==> config.mk <==
export PLATFORM = sky130hd
export DESIGN_NAME = mult16_seq_ctrl
export DESIGN_NICKNAME = d
export VERILOG_FILES = /design/src/rtl/dadda_pkg.sv /design/src/rtl/mult16_seq_ctrl.sv
export SDC_FILE = /design/constraint.sdc
export NUM_CORES = 1
export LEC_CHECK = 0
export CAP_MARGIN = 40
export CORE_ASPECT_RATIO = 0.7
export CORE_MARGIN = 2
export CORE_UTILIZATION = 65
export DETAILED_ROUTE_END_ITERATION = 10
export DONT_BUFFER_PORTS = 1
export GPL_TIMING_DRIVEN = 1
export PLACE_DENSITY = 0.77
export SETUP_SLACK_MARGIN = 0.15
export SKIP_LAST_GASP = 1
export SLEW_MARGIN = 25
export SYNTH_ARGS = -nofsm -noshare
export SYNTH_HDL_FRONTEND = slang
export SYNTH_SLANG_ARGS = --single-unit
==> constraint.sdc <==
create_clock -name clk -period 11.2 [get_ports clk]
set_input_delay 1.12 -clock clk [delete_from_list [all_inputs] [get_ports clk]]
set_output_delay 1.12 -clock clk [all_outputs]
set_load 0.05 [all_outputs]
==> src/rtl/dadda_pkg.sv <==
// Shared types and constants for the sequential 16x16 multiplier that
// time-shares one external 8x8 Dadda multiplier over four partial products.
package dadda_pkg;

    localparam int BYTE_W = 8;
    localparam int OP_W   = 16;
    localparam int P_W    = 32;

    typedef enum logic [1:0] {
        IDLE = 2'd0,
        MUL  = 2'd1,
        DONE = 2'd2
    } state_t;

    // Step index: bit 1 selects the multiplicand byte, bit 0 the multiplier byte.
    typedef logic [1:0] step_t;

    // Place an 8x8 partial product at its weight inside the 32-bit product:
    // step 0 -> <<0, steps 1 and 2 -> <<8, step 3 -> <<16.
    function automatic logic [P_W-1:0] place_pp(input logic [2*BYTE_W-1:0] pp,
                                                input step_t step);
        logic [P_W-1:0] r;
        case (step)
            2'd0:    r = {{(2*BYTE_W){1'b0}}, pp};
            2'd3:    r = {pp, {(2*BYTE_W){1'b0}}};
            default: r = {{BYTE_W{1'b0}}, pp, {BYTE_W{1'b0}}};
        endcase
        return r;
    endfunction

endpackage

==> src/rtl/mult16_seq_ctrl.sv <==
// Sequential 16x16 unsigned multiplier controller. Each MUL cycle drives one
// byte pair to the shared external 8x8 multiplier and accumulates the
// returned product at its weight. Valid/ready on both sides.
// Optional build macro MUL_SKIP_ZERO_EN: skip byte-pair steps whose
// partial product is known to be zero (either byte is zero).
module mult16_seq_ctrl
    import dadda_pkg::*;
(
    input  logic                clk,
    input  logic                rst,
    input  logic                in_valid,
    output logic                in_ready,
    input  logic [OP_W-1:0]     in_a,
    input  logic [OP_W-1:0]     in_b,
    output logic                out_valid,
    input  logic                out_ready,
    output logic [P_W-1:0]      out_p,
    output logic                busy,
    output logic [BYTE_W-1:0]   mul_a,
    output logic [BYTE_W-1:0]   mul_b,
    input  logic [2*BYTE_W-1:0] mul_p
);

    state_t             state_q, state_d;
    step_t              step_q, step_d;
    logic [P_W-1:0]     acc_q, acc_d;
    logic [OP_W-1:0]    a_q, b_q;
    logic [BYTE_W-1:0]  a_byte, b_byte;
    logic               accept;

    assign accept = in_valid && (state_q == IDLE);

    // Byte pair for the current step.
    assign a_byte = step_q[1] ? a_q[OP_W-1:BYTE_W] : a_q[BYTE_W-1:0];
    assign b_byte = step_q[0] ? b_q[OP_W-1:BYTE_W] : b_q[BYTE_W-1:0];

`ifdef MUL_SKIP_ZERO_EN
    logic [3:0] mask_in, mask_q;
    logic [2:0] first_step, later_step;

    // Lowest needed step at or above 'from'; bit 2 set means none remain.
    function automatic logic [2:0] next_step(input logic [3:0] mask,
                                             input logic [2:0] from);
        logic [2:0] r;
        r = 3'b100;
        for (int i = 3; i >= 0; i--) begin
            if ((i >= int'(from)) && mask[i]) r = {1'b0, i[1:0]};
        end
        return r;
    endfunction

    // A step contributes only when both of its bytes are non-zero.
    assign mask_in[0] = (|in_a[BYTE_W-1:0])    && (|in_b[BYTE_W-1:0]);
    assign mask_in[1] = (|in_a[BYTE_W-1:0])    && (|in_b[OP_W-1:BYTE_W]);
    assign mask_in[2] = (|in_a[OP_W-1:BYTE_W]) && (|in_b[BYTE_W-1:0]);
    assign mask_in[3] = (|in_a[OP_W-1:BYTE_W]) && (|in_b[OP_W-1:BYTE_W]);

    assign first_step = next_step(mask_in, 3'd0);
    assign later_step = next_step(mask_q, {1'b0, step_q} + 3'd1);
`endif

    // Next-state, accumulator update and multiplier operand drive.
    always_comb begin
        state_d = state_q;
        step_d  = step_q;
        acc_d   = acc_q;
        mul_a   = '0;
        mul_b   = '0;
        case (state_q)
            IDLE: begin
                if (in_valid) begin
                    state_d = MUL;
                    acc_d   = '0;
`ifdef MUL_SKIP_ZERO_EN
                    // With an empty mask, step 0 runs as a no-add pass so
                    // the result still appears one edge after accept.
                    step_d  = first_step[2] ? 2'd0 : first_step[1:0];
`else
                    step_d  = 2'd0;
`endif
                end
            end
            MUL: begin
                mul_a = a_byte;
                mul_b = b_byte;
`ifdef MUL_SKIP_ZERO_EN
                if (mask_q[step_q]) acc_d = acc_q + place_pp(mul_p, step_q);
                if (later_step[2]) state_d = DONE;
                else               step_d  = later_step[1:0];
`else
                acc_d = acc_q + place_pp(mul_p, step_q);
                if (step_q == 2'd3) state_d = DONE;
                else                step_d  = step_q + 2'd1;
`endif
            end
            DONE: begin
                if (out_ready) state_d = IDLE;
            end
            default: state_d = IDLE;
        endcase
    end

    // Control and accumulator registers; reset discards any partial product.
    always_ff @(posedge clk) begin
        if (rst) begin
            state_q <= IDLE;
            step_q  <= '0;
            acc_q   <= '0;
`ifdef MUL_SKIP_ZERO_EN
            mask_q  <= '0;
`endif
        end else begin
            state_q <= state_d;
            step_q  <= step_d;
            acc_q   <= acc_d;
`ifdef MUL_SKIP_ZERO_EN
            if (accept) mask_q <= mask_in;
`endif
        end
    end

    // Operand capture on accept; operands are data and need no reset.
    always_ff @(posedge clk) begin
        if (accept) begin
            a_q <= in_a;
            b_q <= in_b;
        end
    end

    assign in_ready  = (state_q == IDLE);
    assign busy      = (state_q != IDLE);
    assign out_valid = (state_q == DONE);
    assign out_p     = acc_q;

endmodule

==> metrics.cfg <==
[outcome]
status=completed

[global_route]
grt_pass1_vias=3529
grtUsageTotal=0.305
grt_pass1_wl_um=17900
grt.overflow.total=0
grt_antenna_before_repair=0
grt_max_degree=35

[place]
place.gp.congestion=0.950
port_buffers=0
dp_hpwl_um=8620
pre_cts_ws_ns=6.67
place_inst=593

[timing]
max-slew-margin-rel=0.405
drv_slew=0
hold_viol_final=0
timing.final.crit_share=0.409
worst_pin_slew_ns=0.889
tns_ns=0
fmax_mhz=218
whs_ns=0.534
grt_setup_unrepaired=false
period_needed_ns=4.58
fin_skew_ns=0.0141
finalWorstSetupSlack_ns=6.62
setup_violations=0

[detailed_routing]
wire_per_inst_um=18.5
drtIter0Drc=287
routed_wirelength_um=11300
drc_errors=0
vias_per_cell=6.26
num_vias=3824
antenna_left=0
dr.pass1.iters=5

[worst_setup_path]
required_ns=11.46
cp.arrival_ns=4.85
path_max_fanout=34
end_kind=flop
critPathKind=reg2reg
worstSetupStartpointType=flop

[yosys]
ys_ff_latch=68
ys_warn_count=0
synth_area_um2=4510
synth.yosys.seq_area_share=0.373
ys_types=55
yosys-top-cells-area=edfxtp_1, dfxtp_1, ha_1
avgSynthCellArea_um2=8.76
yosys.cell_count.top_type=nand2_1
synthTopCellsByCount=nand2_1, nor2_1, o21ai_0
yosysTopAreaCellShare=0.213
syn-num-nets=605
yosys.area.top_type=edfxtp_1
async_reset_ff_frac=0
synth_flop_cell=dfxtp_1
synth_edf_count=32
synthCells=515

[clock_tree]
post_cts_resized=0
cts_hold_buffers=0
path_clk_slew_ns=0.08
tritoncts=done
htreeDepth=3
clk_latency_ns=0.37
cts_buffers=9
cts_root_buf=clkbuf_8
clkSinkCount=68
cts_buffer_depth=2
post_cts_buffers=0

[power_and_ir_drop]
power_leakage_nw=2.07
clkPwrFrac=0.347
p_comb_frac=0.207
switching_share=0.338
power_switching_w=0.000232
power.internal_w=0.000454
p_per_area_nw_per_um2=141
p_seq_frac=0.446
ir_worst_vdd_v=0.0000894

[cells_and_area]
nets=602
antennaDiodeCount=0
nFillCells=539
syn_to_final_growth_pct=7.46
final_util=0.721
drive_above_1_share=0.0793
layoutNonFillerInstCount=611

[die]
chipHeight_um=73.7
dieArea_um2=7630
core_um2=6730
rows=25
start_util=0.671
io_pins=103
die_x_um=104

[run]
drv_cap=0

[hold_path]
hp-class=reg2reg

[metrics by stage]
stage / power (W) / instance area (um^2)
6_report: 0.000686 / 4850
5_1_grt: 0.000713 / 4850
4_1_cts: 0.000685 / 4830
3_5_place_dp: 0.000450 / 4600
3_3_place_gp: 0.000442 / 4520
2_1_floorplan: 0.000423 / 4510
[state kept, by name, indices dropped and copies added (netlist names)]
name / flops
b_q: 16
a_q: 16
state_q: 2
step_q: 2
out_p: 32
[final cells by class]
cell class              instances  area [um^2]  share of cell area
clock buffers                   9          124              0.0256
clock inverters                 7          105              0.0217
inverters                      13         48.8              0.0101
multi-input cells             405         2660               0.548
flip-flops and latches         68         1680               0.347
well taps                      94          118              0.0243
repair buffers                 15          113              0.0232
[worst paths after layout]
kind	start	endpoint	slack [ns]	depth (start not counted)
hold reg to reg	state_q[1]	state_q[0]	0.53	1
setup reg to reg	step_q[0]	out_p[28]	6.62	15
setup / recovery	step_q[0]	out_p[28]	6.62	15
hold / removal	state_q[1]	state_q[0]	0.53	1
[power groups by stage]
stage	Sequential (W)	Clock (W)	Combinational, W
2_1_floorplan	0.000307	0	0.000116
3_3_place_gp	0.000311	0	0.000131
3_5_place_dp	0.000312	0	0.000138
4_1_cts	0.000306	0.000240	0.000139
5_1_grt	0.000308	0.000251	0.000155
6_report	0.000306	0.000238	0.000142
[metal layers]
metal  vias up  global-route usage  part of all wire
met5         -                   0                 0
met2       180               0.475              0.44
li1       1857                   -                 -
met1      1770               0.400              0.44
met4         0               0.105             0.017
met3        17               0.109              0.10
[critical path, stage by stage, from the launching register on]
cell	delay, ns
dfxtp_1	0.72
inv_1	0.10
ha_1	0.63
nor2b_1	0.45
and2_1	0.19
ha_1	0.20
inv_1	0.08
fa_1	0.41
nor2b_1	0.21
o2111ai_2	0.15
a21oi_1	0.29
o2111ai_1	0.22
a41o_1	0.31
o21ai_0	0.24
xor2_1	0.10
a22o_1	0.20
[logic make-up (layout without fill, tap and decap cells)]
group / Yosys count / count (layout) / synth area share
simple gates: 172 / 172 / 0.173
compound gates: 152 / 152 / 0.221
flops: 68 / 68 / 0.373
buf+inv: 42 / 44 / 0.0380
fa+ha+maj: 38 / 38 / 0.107
xor+xnor: 26 / 26 / 0.0505
mux: 17 / 17 / 0.0377
[layout by cell type (no fill, tap or decap), types with 3 or more instances in the layout]
cell type | Yosys | final
nor2_1 | 49 | 49
a211oi_1 | 3 | 3
nor2b_1 | 5 | 5
a22o_1 | 13 | 13
a22oi_1 | 14 | 14
ha_1 | 37 | 37
o211ai_1 | 4 | 4
xor2_1 | 10 | 10
edfxtp_1 | 32 | 32
dfxtp_1 | 36 | 36
buf_4 | 1 | 13
nand3_1 | 18 | 18
inv_1 | 13 | 13
mux2i_1 | 17 | 17
o21ai_1 | 3 | 3
nor3_1 | 9 | 9
and2_1 | 14 | 14
o21ai_0 | 39 | 39
clkbuf_8 | 0 | 9
xnor2_1 | 16 | 16
a21oi_1 | 33 | 33
a31oi_1 | 5 | 5
a21o_1 | 15 | 15
nand2b_1 | 5 | 5
nand2_1 | 61 | 61
Note: power is estimated with default switching activity, not from simulation.
